$ cat config.mk
export PLATFORM = sky130hd
export DESIGN_NAME = instr_fetch
export DESIGN_NICKNAME = d
export VERILOG_FILES = /design/src/rtl/instr_fetch.sv
export SDC_FILE = /design/constraint.sdc
export NUM_CORES = 1
export LEC_CHECK = 0
export BUFFER_PORTS_ARGS = -buffer_cell sky130_fd_sc_hd__buf_2
export CAP_MARGIN = 20
export CORE_MARGIN = 2
export CORE_UTILIZATION = 54
export DETAILED_ROUTE_END_ITERATION = 10
export GPL_TIMING_DRIVEN = 0
export HOLD_SLACK_MARGIN = 0.05
export PLACE_DENSITY_LB_ADDON = 0.05
export SLEW_MARGIN = 20
export SYNTH_ARGS = -nofsm -noshare
export SYNTH_HDL_FRONTEND = slang
export SYNTH_SLANG_ARGS = --single-unit
$ cat constraint.sdc
create_clock -name clock -period 3.4 [get_ports clock]
set_clock_uncertainty 0.05 [all_clocks]
set_input_delay 0.68 -clock clock [delete_from_list [all_inputs] [get_ports clock]]
set_output_delay 0.68 -clock clock [all_outputs]
set_load 0.02 [all_outputs]
$ cat src/rtl/instr_fetch.sv
// Instruction fetch: PC sequencer for a synchronous ROM, one in-flight
// request and a two-entry output FIFO with flush on redirect.
module instr_fetch #(
    parameter int ADDRESS_WIDTH = 8,
    parameter int DATA_WIDTH = 32,
    parameter logic [ADDRESS_WIDTH-1:0] RESET_PC = '0
) (
    input  logic                     clock,
    input  logic                     reset,
    output logic [ADDRESS_WIDTH-1:0] rom_address,
    input  logic [DATA_WIDTH-1:0]    rom_q,
    input  logic                     redirect_valid,
    input  logic [ADDRESS_WIDTH-1:0] redirect_pc,
    output logic                     out_valid,
    input  logic                     out_ready,
    output logic [ADDRESS_WIDTH-1:0] out_pc,
    output logic [DATA_WIDTH-1:0]    out_instr
);

    logic [ADDRESS_WIDTH-1:0] fetch_pc;
    logic [ADDRESS_WIDTH-1:0] p1_pc;
    logic                     p1_valid;
    logic [ADDRESS_WIDTH-1:0] fifo_pc [2];
    logic [DATA_WIDTH-1:0]    fifo_instr [2];
    logic                     rd_ptr;
    logic                     wr_ptr;
    logic [1:0]               count;
    logic                     pop;
    logic                     issue;
    logic [2:0]               occupancy;

    assign out_valid   = (count != 2'd0);
    assign pop         = out_valid & out_ready;
    // Words that will sit in the FIFO once the in-flight word lands.
    assign occupancy   = {1'b0, count} + {2'b00, p1_valid} - {2'b00, pop};
    assign issue       = ~redirect_valid & (occupancy < 3'd2);
    assign rom_address = fetch_pc;
    assign out_pc      = fifo_pc[rd_ptr];
    assign out_instr   = fifo_instr[rd_ptr];

    always_ff @(posedge clock or posedge reset) begin
        if (reset) begin
            fetch_pc      <= RESET_PC;
            p1_pc         <= '0;
            p1_valid      <= 1'b0;
            count         <= 2'd0;
            rd_ptr        <= 1'b0;
            wr_ptr        <= 1'b0;
            fifo_pc[0]    <= '0;
            fifo_pc[1]    <= '0;
            fifo_instr[0] <= '0;
            fifo_instr[1] <= '0;
        end else if (redirect_valid) begin
            fetch_pc <= redirect_pc & ~ADDRESS_WIDTH'(3);
            p1_valid <= 1'b0;
            count    <= 2'd0;
            rd_ptr   <= 1'b0;
            wr_ptr   <= 1'b0;
        end else begin
            p1_valid <= issue;
            if (issue) begin
                p1_pc    <= fetch_pc;
                fetch_pc <= fetch_pc + ADDRESS_WIDTH'(4);
            end
            if (p1_valid) begin
                fifo_pc[wr_ptr]    <= p1_pc;
                fifo_instr[wr_ptr] <= rom_q;
                wr_ptr             <= ~wr_ptr;
            end
            if (pop) begin
                rd_ptr <= ~rd_ptr;
            end
            count <= count + {1'b0, p1_valid} - {1'b0, pop};
        end
    end

endmodule

# [Word level (Yosys, flattened, before mapping)]
# Index checks and enable logic that the tools add are counted.
# Widths: inputs -> output; s select.
[op_classes] add_sub_neg=5 n_lt_le_gt_ge=4 muxes=20 bitwise_logic=7 n_reduce_logical=7
[ops] cell="$mux 32" n=4
[ops] cell="$bwmux 64" n=1
[ops] cell="$mux 8" n=6
[ops] cell="$demux 32 s1" n=1
[ops] cell="$bwmux 16" n=1
[ops] cell="$add 8x3->8 const B" n=1
[ops] cell="$demux 8 s1" n=1
[ops] cell="$reduce_bool 2->1" n=4
[ops] cell="$mux 1" n=5
[ops] cell="$ge 2x2->1 const B" n=2
[ops] cell="$not 1->2" n=2
[ops] cell="$reduce_and 2->1" n=2
[ops] cell="$add 2x1->3" n=1
[ops] cell="$lt 3x2->1 const B" n=1
[ops] cell="$not 1->1" n=3
[ops] cell="$sub 3x1->3" n=1
[ops] cell="$add 2x1->2" n=1
[ops] cell="$and 1x1->1" n=2
[ops] cell="$lt 2x1->1 const B" n=1
[ops] cell="$mux 2" n=1
[ops] cell="$sub 2x1->2" n=1
[ops] cell="$logic_and 1x1->1" n=1
[word_totals] ff_bits=101 input_bits=44 elab_cells=53

# [Logic depth before layout (Yosys ltp)]
# Gate-level depths: netlist (run 1).
[depth] depth_word=7 mapped_depth=9 depth_no_buf=8

# [Least setup slack after synthesis (run 1)]
# OpenSTA, ideal clock, no wires.
[synth_timing] path_kind="in2reg" start="input port out_ready" end="register p1_pc[2]" setup_time_ns=0.125 t_arrival_ns=2.557 required_time_ns=3.225 slack_ns=0.668 stages=8 path_cell_list="o21a_1 ha_1 inv_1 ha_1 fa_1 buf_2 nor3_2 mux2_2"
[synth_via] elab_chain_len=5
[synth_rtl] item="start: declaration" line="15" rtl="input logic out_ready,"
[synth_rtl] item="$and 1x1->1" line="33" rtl="assign pop = out_valid & out_ready;"
[synth_rtl] item="$sub 3x1->3" line="35" rtl="assign occupancy = {1'b0, count} + {2'b00, p1_valid} - {2'b00, pop};"
[synth_rtl] item="$lt 3x2->1" line="36" rtl="assign issue = ~redirect_valid & (occupancy < 3'd2);"
[synth_rtl] item="$and 1x1->1" line="36"
[synth_rtl] item="$reduce_and 2->1 (no source line)"
[synth_rtl] item="end signal: assignment" line="62" rtl="p1_pc <= fetch_pc;"
[synth_rtl] item="end: declaration" line="21" rtl="logic [ADDRESS_WIDTH-1:0] p1_pc;"
# Every way passes these cells.
# A chain may end at the register's enable or synchronous reset.

# [Worst setup path after layout (run 1)]
[layout_timing] start="register count[1]" end="register p1_pc[2]"
[layout_via] elab_chain_len=6
[layout_rtl] item="start: declaration" line="27" rtl="logic [1:0] count;"
[layout_rtl] item="start signal: assignment" line="73" rtl="count <= count + {1'b0, p1_valid} - {1'b0, pop};"
[layout_rtl] item="parallel branches: the longest is 2 deep, another holds $add 2x1->3"
[layout_rtl] item="$sub 3x1->3 *" line="35"
[layout_rtl] item="$lt 3x2->1 *" line="36"
[layout_rtl] item="$and 1x1->1 *" line="36"
[layout_rtl] item="$reduce_and 2->1 (no source line) *"
# Mark *: on every way between the ends.

==> results.cfg, run 1 <==
[place]
dp.cells = 472
portBuffers = 86
hpwl_um = 5340
gp_congestion = 0.756
place_area_mm2 = 0.00473

[clock_tree]
cts_buffers = 9
cts_resized = 0
hold_buffers = 0
cts_htree_levels = 3
clk_pin_slew_ps = 90
clk_latency_ps = 350
cts_max_path_buffers = 2
postCtsSetupBuffers = 0
cts_tree = built
clock-root-buffer = clkbuf_8
clock_sinks = 93

[finish]
fin_cells = 487
fin_nets = 432
regArea_mm2 = 0.00233
fill_cells = 568
diodes = 0
drive_gt1_frac = 0.626
design_area_mm2 = 0.00496
multi_input_area_mm2 = 0.00168
area_growth_pct = 20.0

[drt]
routed_wl_um = 7640
firstDrtPassIters = 4
antenna_left = 0
vias = 2539
drc_errors = 0
drtIter0Drc = 142
drt-wirelength-per-cell_um = 15.7
viasPerCell = 5.21

[worst_setup_path]
worstPathArrival_ps = 2980
reg2reg_depth = 8
critPathKind = reg2reg
path_max_fanout = 9
reg2reg_from = count[1]
startpoint_type = register
crit_top_cell = ha_1
max_stage_delay_ps = 480
endpoint_kind = register
critPathSlowestCell = nor3_2
critical_path_required_ps = 3590
crit_chain = o21a_1, ha_1, inv_1, ha_1, fa_1, buf_2, nor3_2, mux2_2
worstSetupStartpoint = count[1]

[grt]
overflow = 0
grt_antenna_before_repair = 0
grt_max_degree = 66
grt_pass1_wl_um = 13200
grt_pass1_vias = 2671
grt_use_total = 0.198

[sta]
tightest_slew_ps = 612
drv_slew = 0
layout_min_cycle_time_ps = 2790
setup_viol = 0
slew_headroom = 0.592
fmax_mhz = 359
fin_crit_sh = 0.820
rsz0062_at_grt = false
hold_violations = 0

[synthesis]
netlist.area_leader.share = 0.563
yosysSeqAreaShare = 0.563
synth_area_per_cell_um2 = 14.6
synth.area.top_cells = dfrtp_1 (56%), mux2_2 (33%), buf_4 (1.6%)
yosys.area.top_type = dfrtp_1
syn_inst = 283
ys_types = 27
syn_area_mm2 = 0.00413
yosys_warnings = 0
ys_seq_elements = 93

[die]
core_area_mm2 = 0.00733
die_h_um = 91.5
pin_count = 93
fp.dieArea_mm2 = 0.00837
initial_core_util = 0.564
row_count = 31
die_x_um = 91.5

[flow_run]
drv_cap = 0

[status]
run_status = finished clean

[power]
p_per_area_mw_per_mm2 = 993
p_leak_nw = 2.34
peakVddDrop_mv = 0.447

[hold_path]
hold_path_class = in2async
-- path summary, 6_finish.rpt --
kind,endpoint,slack [ps]
hold reg to reg,fifo_instr[9],460
hold / removal,fifo_instr[26],220
max in group asynchronous,fifo_pc[5],2470
min in group clock,fifo_instr[9],460
setup / recovery,p1_pc[2],610
setup reg to reg,p1_pc[2],610
-- layer usage --
layer  vias up  global-route usage  part of all wire
li1       1198                   -                 -
met1      1274               0.266              0.45
met2        55               0.319              0.49
met3        12              0.0390             0.043
met4         0              0.0758             0.016
met5         -                   0                 0
-- logic make-up (layout without fill, tap and decap cells) --
group | Yosys count | after routing | share of synthesized area
compound gates | 9 | 9 | 0.0151
xor+xnor | 3 | 3 | 0.00636
fa+ha+maj | 4 | 4 | 0.0139
other cells | 1 | 4 | 0.000907
flops | 93 | 93 | 0.563
simple gates | 28 | 28 | 0.0406
buf+inv | 25 | 127 | 0.0333
mux | 120 | 120 | 0.327
-- final cells by class --
class	instances	share of cell area
clock buffers	10	0.0257
clock inverters	5	0.0202
multi-input cells	168	0.339
plain buffers	19	0.0232
repair buffers	87	0.0923
flip-flops and latches	93	0.469
inverters	6	0.00555
well taps	99	0.0250
-- power breakdown --
part	switching [mW]	internal (mW)	total (mW)
clock	0.367	0.482	0.849
combinational	1.09	1.09	2.18
sequential	0.273	1.62	1.90
-- placed cells by master (no fill, tap or decap) --
master / instances
nor3_2: 1
a31oi_1: 2
clkbuf_1: 3
nand4b_1: 2
fa_1: 1
buf_2: 94
or4b_2: 1
inv_1: 4
inv_6: 1
nand2_1: 6
dfrtp_1: 93
inv_2: 1
clkbuf_8: 9
nand3_1: 5
o21a_1: 1
o211ai_1: 4
nor3b_2: 1
buf_16: 1
conb_1: 4
or4_1: 4
nor2_1: 4
mux2_2: 120
bufinv_16: 3
ha_1: 3
xnor2_1: 3
nor2b_1: 2
o21ai_0: 1
or3_1: 1
buf_4: 9
o31ai_1: 1
nand2b_1: 1
clkinv_2: 2
-- flip-flops by register name (all words and copies together), names as in the netlist --
| register | flops |
|---|---|
| fifo_instr | 64 |
| fifo_pc | 12 |
| p1_pc | 6 |
| rom_address | 6 |
| count | 2 |
| p1_valid | 1 |
| rd_ptr | 1 |
| wr_ptr | 1 |
-- worst max-delay path, delay by kind of cell (launching register included) --
kind / cells / cell delay (ps)
muxes: 1 / 400
buffers and inverters: 2 / 230
and+or+nand+nor: 1 / 480
AOI/OAI and AO/OA: 1 / 220
DFF: 1 / 410
adders and majority gates: 3 / 890
-- cell usage after synthesis --
master,instances
inv_1,5
a31oi_1,2
nor2b_1,2
o31ai_1,1
xnor2_1,3
buf_4,9
mux2_2,120
clkbuf_1,2
nand3_1,5
o211ai_1,4
nor3b_2,1
nand4b_1,2
conb_1,1
inv_2,1
nor3_2,1
ha_1,3
nand2_1,6
o21a_1,1
or3_1,1
o21ai_0,1
dfrtp_1,93
fa_1,1
or4b_2,1
or4_1,4
nor2_1,4
nand2b_1,1
buf_2,8
-- stage by stage --
stage | setup TNS, ps | setup slack [ps] | total power, mW | utilization | hold WS [ps]
after CTS | 0 | 567 | 4.98 | 0.677 | 226
after detailed placement | 0 | 307 | 4.12 | 0.646 | 438
final | 0 | 611 | 4.92 | 0.677 | 223
after global placement | -78330 | -849 | 4.03 | 0.641 | 431
after global routing | 0 | 414 | 5.25 | 0.677 | 243
after floorplan | 0 | 250 | 3.50 | - | 424
Note: power is estimated with default switching activity, not from simulation.
==> inputs of run 2 (changes only) <==
Clock period 3.4 ns to 2.9 ns, I/O delays scaled along.
==> run 2 against run 1 <==
Net effect:
- non-clock buffer count up 2
- flip-flop and latch count unchanged
- critical path depth up 1
- sequential share of layout area down 0.33 points
- final area up 0.71%
- global-route usage down 0.33 points
- worst setup slack worse by 420 ps
- sequential power up 17%
- wire length down 0.48%
- hold slack worse by 110 ps
- critical endpoint is now rom_address[7]
==> results.cfg, run 2 (synthesis gave the netlist of run 1 again) <==
[grt]
grt_pass1_vias = 2497
overflow = 0
grt_antenna_before_repair = 0
grt_max_degree = 31
grt_use_total = 0.195
grt_pass1_wl_um = 12700

[sta]
setup_slack_ps = 193
fin_hold_ws_ps = 110
tns_ps = 0
slew_headroom = 0.575
layout_min_cycle_time_ps = 2710
fmax_mhz = 369
drv_slew = 0
setup_viol = 0
hold_violations = 0
rsz0062_at_grt = false
fin_crit_sh = 0.933
tightest_slew_ps = 638

[place]
gp_congestion = 0.752
hpwl_um = 5430
dp.cells = 474
pre_cts_slack_ps = -118
place_area_mm2 = 0.00476
portBuffers = 86

[finish]
largest_reg_flops = 64
final_cell_mix = mux2_2 (120), buf_2 (94), dfrtp_1 (93)
finish.utilization = 0.681
largest_registers = fifo_instr (64), fifo_pc (12)
fin_nets = 434
design_area_mm2 = 0.00499
final_common_cell = mux2_2
area_growth_pct = 20.8
top_register = fifo_instr
fin_cells = 490
drive_gt1_frac = 0.629
diodes = 0

[worst_setup_path]
max_stage_delay_ps = 430
worstPathArrival_ps = 2930
critical_path_required_ps = 3130
crit_chain = o21a_1, ha_1, inv_1, ha_1, fa_1, buf_2, nand4b_1, or4_1, a31oi_1
endpoint_kind = register
crit_buf_inv = 2
crit_top_cell = ha_1
critPathKind = reg2reg
startpoint_type = register
critPathSlowestCell = fa_1
path_max_fanout = 9
crit_family = adder cells

[drt]
drc_errors = 0
dr_wl_met2_um = 3630
antenna_left = 0
top_layer_used = met4
drt-wirelength-per-cell_um = 15.5
wl_met1_um = 3470
drtIter0Drc = 70
vias = 2552
routed_wl_um = 7600
firstDrtPassIters = 4
wl_met3_um = 361
viasPerCell = 5.21

[die]
die_h_um = 91.5
row_count = 31
core_area_mm2 = 0.00733
die_x_um = 91.5
fp.dieArea_mm2 = 0.00837
initial_core_util = 0.564
pin_count = 93

[power]
p_leak_nw = 2.34
p_per_area_mw_per_mm2 = 1150
power_mw = 5.75
peakVddDrop_mv = 0.609

[clock_tree]
clk_latency_ps = 350
cts_buffers = 9
clk_pin_slew_ps = 80
cts_htree_levels = 3
cts_max_path_buffers = 2
clock_sinks = 93
clock-root-buffer = clkbuf_8
cts_tree = built

[status]
run_status = finished clean

[hold_path]
hold_path_class = in2async

[flow_run]
drv_cap = 0
-- run 2: changes by cell type in the layout (fill, tap and decap cells not counted), sizes merged --
cell and delta:
buf +2, bufinv -1, clkbuf +1, clkinv -1
clkinvlp +3, inv -1
-- run 2: where the power goes --
part	internal, mW	switching, mW	leakage, nW	total (mW)
clock network	0.511	0.445	0.106	0.956
registers	1.90	0.319	1.14	2.22
logic	1.29	1.28	1.10	2.57
-- run 2: worst paths after layout --
kind / from / end / slack [ps] / cells after the start
min: reset / fifo_instr[45] / 110 / 2
max: count[1] / rom_address[7] / 190 / 9
max in group asynchronous: reset / fifo_instr[26] / 1830 / 5
min reg2reg: fifo_instr[31] / fifo_instr[31] / 460 / 1
max reg2reg: count[1] / rom_address[7] / 190 / 9
min in group clock: redirect_pc[3] / rom_address[3] / 370 / 3
-- run 2: area by class of cell --
type                       count  area (µm²)
tap                           99         124
clock buffer                  11         141
buffer                        19         115
timing repair buffer          89         490
inverter                       6        26.3
clock inverter                 5        83.8
sequential                    93        2330
fill                         538        2340
multi-input combinational    168        1690
-- run 2: metal layers --
metal / up-vias / global-route usage
met5: - / 0
met4: 0 / 0.0871
met1: 1273 / 0.271
met3: 10 / 0.0390
li1: 1206 / -
met2: 63 / 0.297
-- run 2: what timing repair did --
item | in CTS | in global routing
hold buffers | 0 | 0
gates resized for setup | 0 | 1
endpoints found under the setup margin | 0 | 6
setup buffers | 0 | 0
